`src/rtl/pipe_pkg.sv`:
```
// Shared definitions for the elastic pipeline register pipe_stage_hs.
// Defining PIPE_SKID_BUF_EN adds one input skid entry, so capacity becomes DEPTH+1.
package pipe_pkg;
    localparam int WIDTH_DEF = 32;
`ifdef PIPE_SKID_BUF_EN
    localparam int SKID_N = 1;
`else
    localparam int SKID_N = 0;
`endif

    function automatic int cnt_w(input int cap);
        return $clog2(cap + 1);
    endfunction
endpackage

```
`src/rtl/pipe_slot.sv`:
```
// One valid+data register of the elastic pipeline; data only moves with a valid item.
module pipe_slot
    import pipe_pkg::*;
#(
    parameter int WIDTH = WIDTH_DEF
) (
    input  logic             clk,
    input  logic             clr,
    input  logic             up_v,
    input  logic [WIDTH-1:0] up_d,
    input  logic             rdy_in,
    output logic             v,
    output logic [WIDTH-1:0] d
);

    always_ff @(posedge clk) begin
        if (clr) begin
            v <= 1'b0;
            d <= '0;
        end else if (rdy_in) begin
            v <= up_v;
            // bubbles advance the valid bit but leave the held data untouched
            if (up_v) begin
                d <= up_d;
            end
        end
    end

endmodule

```
`src/rtl/pipe_stage_hs.sv`:
```
// Elastic valid/ready pipeline register with bubble collapsing, flush and occupancy count.
// Build option PIPE_SKID_BUF_EN: registered in_ready via one input skid entry.
module pipe_stage_hs
    import pipe_pkg::*;
#(
    parameter  int WIDTH = WIDTH_DEF,
    parameter  int DEPTH = 1,
    localparam int CAP   = DEPTH + SKID_N,
    localparam int CW    = cnt_w(CAP)
) (
    input  logic             clk,
    input  logic             rst,
    input  logic             flush,
    input  logic             in_valid,
    output logic             in_ready,
    input  logic [WIDTH-1:0] in_data,
    output logic             out_valid,
    input  logic             out_ready,
    output logic [WIDTH-1:0] out_data,
    output logic [CW-1:0]    count
);

    logic             clr;
    logic             acc;
    logic             emit;
    logic             s0_v;
    logic [WIDTH-1:0] s0_d;
    logic [DEPTH-1:0] v;
    logic [WIDTH-1:0] d [DEPTH];
    logic [DEPTH:0]   rdy;

    assign clr = rst | flush;

    // ready ripples back from the output: an empty stage is always ready
    always_comb begin
        rdy        = '0;
        rdy[DEPTH] = out_ready;
        for (int i = DEPTH - 1; i >= 0; i--) begin
            rdy[i] = !v[i] || rdy[i+1];
        end
    end

`ifdef PIPE_SKID_BUF_EN
    logic             sv;
    logic [WIDTH-1:0] sd;

    assign in_ready = !sv && !flush;
    assign acc      = in_valid && in_ready;
    assign s0_v     = sv || acc;
    assign s0_d     = sv ? sd : in_data;

    // while the skid is occupied no input is taken, so draining it keeps order
    always_ff @(posedge clk) begin
        if (clr) begin
            sv <= 1'b0;
            sd <= '0;
        end else if (sv) begin
            if (rdy[0]) begin
                sv <= 1'b0;
            end
        end else if (acc && !rdy[0]) begin
            sv <= 1'b1;
            sd <= in_data;
        end
    end
`else
    assign in_ready = rdy[0] && !flush;
    assign acc      = in_valid && in_ready;
    assign s0_v     = acc;
    assign s0_d     = in_data;
`endif

    for (genvar i = 0; i < DEPTH; i++) begin : g_stage
        if (i == 0) begin : g_first
            pipe_slot #(.WIDTH(WIDTH)) u_slot (
                .clk    (clk),
                .clr    (clr),
                .up_v   (s0_v),
                .up_d   (s0_d),
                .rdy_in (rdy[0]),
                .v      (v[0]),
                .d      (d[0])
            );
        end else begin : g_next
            pipe_slot #(.WIDTH(WIDTH)) u_slot (
                .clk    (clk),
                .clr    (clr),
                .up_v   (v[i-1]),
                .up_d   (d[i-1]),
                .rdy_in (rdy[i]),
                .v      (v[i]),
                .d      (d[i])
            );
        end
    end

    assign out_valid = v[DEPTH-1];
    assign out_data  = d[DEPTH-1];
    assign emit      = out_valid && out_ready;

    always_ff @(posedge clk) begin
        if (clr) begin
            count <= '0;
        end else if (acc && !emit) begin
            count <= count + 1'b1;
        end else if (!acc && emit) begin
            count <= count - 1'b1;
        end
    end

endmodule

```
`config.mk`:
```
export PLATFORM = sky130hd
export DESIGN_NAME = pipe_stage_hs
export DESIGN_NICKNAME = d
export VERILOG_FILES = /design/src/rtl/pipe_pkg.sv /design/src/rtl/pipe_slot.sv /design/src/rtl/pipe_stage_hs.sv
export SDC_FILE = /design/constraint.sdc
export NUM_CORES = 1
export LEC_CHECK = 0
export ABC_AREA = 1
export CAP_MARGIN = 20
export CORE_MARGIN = 2
export CORE_UTILIZATION = 35
export CTS_CLUSTER_SIZE = 10
export DETAILED_ROUTE_END_ITERATION = 12
export PLACE_DENSITY = 0.82
export SLEW_MARGIN = 20
export SYNTH_ARGS = -nofsm -noshare
export SYNTH_HDL_FRONTEND = slang
export SYNTH_SLANG_ARGS = --single-unit
```
`constraint.sdc`:
```
create_clock -name clk -period 2.07 [get_ports clk]
set_input_delay 0.414 -clock clk [delete_from_list [all_inputs] [get_ports clk]]
set_output_delay 0.414 -clock clk [all_outputs]
set_load 0.1 [all_outputs]
```
==> metrics.md <==
| Metric | Value |
|---|---|
| Syn Nets | 258 |
| Die width | a little under 70 um |
| CTS H-tree lvls | 2 |
| Total power draw | between 0.0015 and 0.002 W |
| Share of cells above drive strength 1 | around 16% |
| Post-layout min period | about 1.8 ns |
| Top Ports | between 70 and 80 |
| Worst Tran Pin Value | ~0.35 ns |
| Final WL | ~3.2 mm |
| Nets@finish | ~330 |
| Share of the yosys chip area belonging to registers | around 47% |
| Synth cell types | 11 |
| Synthesized flop and latch total | 34 |
| Clk slew on worst S/H paths | around 0.060 ns |
| CP Cell Sequence | clkdlybuf4s50_1 -> inv_1 -> nand2_2 -> nand2_1 -> inv_1 -> buf_12 |
| Top cells by area, synth | dfxtp_1 (47%), nand2_1 (18%), nor2_1 (17%) |
| Cell Rows | 23 |
| ANT nets after route | 0 |
| Clk pwr share | between 30% and 40% |
| Vias in the first global route | about 1.3k |
| Mapped Area | 0.00144 mm2 |
| Gates resized, CTS repair | 0 |
| GPL Wtd Cong | between 0.6 and 0.7 |
| Final worst slack | 0.226 ns |
| CP max-delay cell | clkdlybuf4s50_1 |
| Fillers | just under 400 |
| Max Fclk | approximately 0.54 GHz |
| Antenna Cells | 0 |
| Net Sw Frac | about a third |
| CTS root buf | clkbuf_8 |
| Core Region | ~0.0040 mm2 |
| Initial antenna violation count | 0 |
| Synth top cells by count | nand2_1 (70), nor2_1 (67), inv_1 (36) |
| Worst skew pair latency | 0.28 ns |
| Count leader, synth | nand2_1 |
| Total number of vias | around 1.4k |
| CTS Hold Bufs | 0 |
| Critical Path End Type | output pin |
| Syn Area/Cell | 6.51 um2 |
| Gr ovfl total | 0 |
| Clock buffer depth | 2 |
| Psw | 0.000497 W |
| Slew Viols, Final | 0 |
| Highest cell delay on the worst timing path | 0.51 ns |
| CTS tree | yes |
| Area leader, netlist | dfxtp_1 |
| Hpwl dp | 2.19 mm |
| Vias/cell | 4.00 |
| Post-synth ARST share | 0% |
| Die Y | 68.1 um |
| Cells after Synth | 221 |
| Slew headroom | 76.4% |
| GRT Overall Usage | ~15% |
| CP Max Fanout | 3 |
| Worst Skew | around 0.0037 ns |
| Sink Count | 34 |
| Power Dens Cells | about 700 mW/mm2 |
| Setup_tns | 0 ns |
| Sequential power share | 44.0% |
| Max_cap viols | 0 |
| Pre-CTS setup slack | about 0.22 ns |
| Leak pwr | 1.14 nW |
| Initial Util | 36.2% |
| Max IR drop VDD | 0.356 mV |
| Setup crit start kind | input port |
| Placed cells | around 340 |
| WS Path Type | in -> out |
| Final hold vios | 0 |
| Post-CTS setup buffers | 0 |
| CP required | between 1.5 and 2 ns |
| Min-delay worst type | reg -> reg |
| Top-area cell type share of the netlist area | 47.3% |
| Largest net degree at the start of global routing | 65 |
| Layout area overhead | 52.3% |
| Initial DRC Count | 74 |
| Final Util | a little under three fifths |
| RSZ-0062 raised after global routing | no |
| Post-route insts no fill | around 340 |
| Number of synthesized flops with an enable pin | 0 |
| First-pass GRT wire length | about 5.2 mm |
| Wire per inst | about 9.2 um |
| Most used cell, CP | inv_1 |
| Warnings from Yosys | 0 |
| DRC errors left | 0 |
| Num CTS Buffers | 5 |
| Final setup violation count | 0 |
| Pre-Repair DR Iteration Count | 4 |
| Internal power | 0.00107 W |
| Die area | ~0.0046 mm2 |
| CP arrival | around 1.4 ns |
| Port-buffer cells | slightly above 70 |
| Status | completed |
| Final period utilization | approximately 89% |
| Ys flop type | dfxtp_1 |
| Combinational Power Share | between 20% and 30% |
-- path summary, 6_finish.rpt --
path / start / end / slack, ns / cells after the start
hold / removal: g_stage[0].g_first.u_slot.d[17] / g_stage[0].g_first.u_slot.d[17] / 0.51 / 4
setup / recovery: out_ready / in_ready / 0.23 / 6
hold reg to reg: g_stage[0].g_first.u_slot.d[17] / g_stage[0].g_first.u_slot.d[17] / 0.51 / 4
setup reg to reg: g_stage[0].g_first.u_slot.v / g_stage[0].g_first.u_slot.d[25] / 0.91 / 6
-- flip-flops by register name, summed over array words and instances, names as in the netlist --
register / flops
count: 1
g_stage.g_first.u_slot.d: 32
g_stage.g_first.u_slot.v: 1
-- worst max-delay path, delay by kind of cell --
| family | cells | cell delay, ns |
|---|---|---|
| buffers and inverters | 4 | 0.85 |
| AND/OR/NAND/NOR | 2 | 0.16 |
-- final cells by class --
type	instances	area [um2]	share of cell area, %
Timing Repair Buffer	73	663	30.3
Clock inverter	1	5.00	0.228
Multi-Input combinational cell	142	559	25.5
Clock buffer	7	86.3	3.94
Sequential cell	34	681	31.1
Tap cell	50	62.6	2.85
Inverter	36	135	6.16
-- through the flow --
step | hold slack, ns | area [um2]
floorplan | 0.549 | 1440
global placement | 0.499 | 2100
detailed placement | 0.500 | 2100
CTS | 0.514 | 2190
global route | 0.546 | 2190
finish | 0.512 | 2190
-- cells in the final DEF (no fill, tap or decap) --
master and n:
nand2_1 70, nor2_1 67, inv_1 36, clkdlybuf4s50_1 36, buf_4 35, dfxtp_1 34
clkbuf_8 6, buf_12 2, nand2_2 1, nand3_4 1, nor2_2 1, a21boi_0 1
nand3b_1 1, clkinv_2 1, clkbuf_1 1
-- power groups by stage --
| stage | registers (W) | logic, W | clock network, W |
|---|---|---|---|
| floorplan | 0.000867 | 0.000100 | 0 |
| global placement | 0.000703 | 0.000383 | 0 |
| detailed placement | 0.000704 | 0.000387 | 0 |
| CTS | 0.000689 | 0.000388 | 0.000517 |
| global route | 0.000691 | 0.000412 | 0.000551 |
| finish | 0.000689 | 0.000385 | 0.000494 |
-- logic make-up (layout without fill, tap and decap cells) --
logic type | after synthesis | count (layout) | share of synthesized area, %
simple gates | 141 | 141 | 38.3
compound gates | 1 | 1 | 0.522
flops | 34 | 34 | 47.3
buf+inv | 45 | 117 | 13.8
-- layer usage --
metal | vias up | track usage (%) | share of wire, % | wire length, um
li1 | 764 | - | - | -
met1 | 564 | 15.8 | 44 | 1380
met2 | 43 | 25.7 | 47 | 1500
met3 | 2 | 5.92 | 8.6 | 272
met4 | 0 | 4.50 | 0.41 | 13
met5 | - | 0 | 0 | 0
Note: power is estimated with default switching activity, not from simulation.
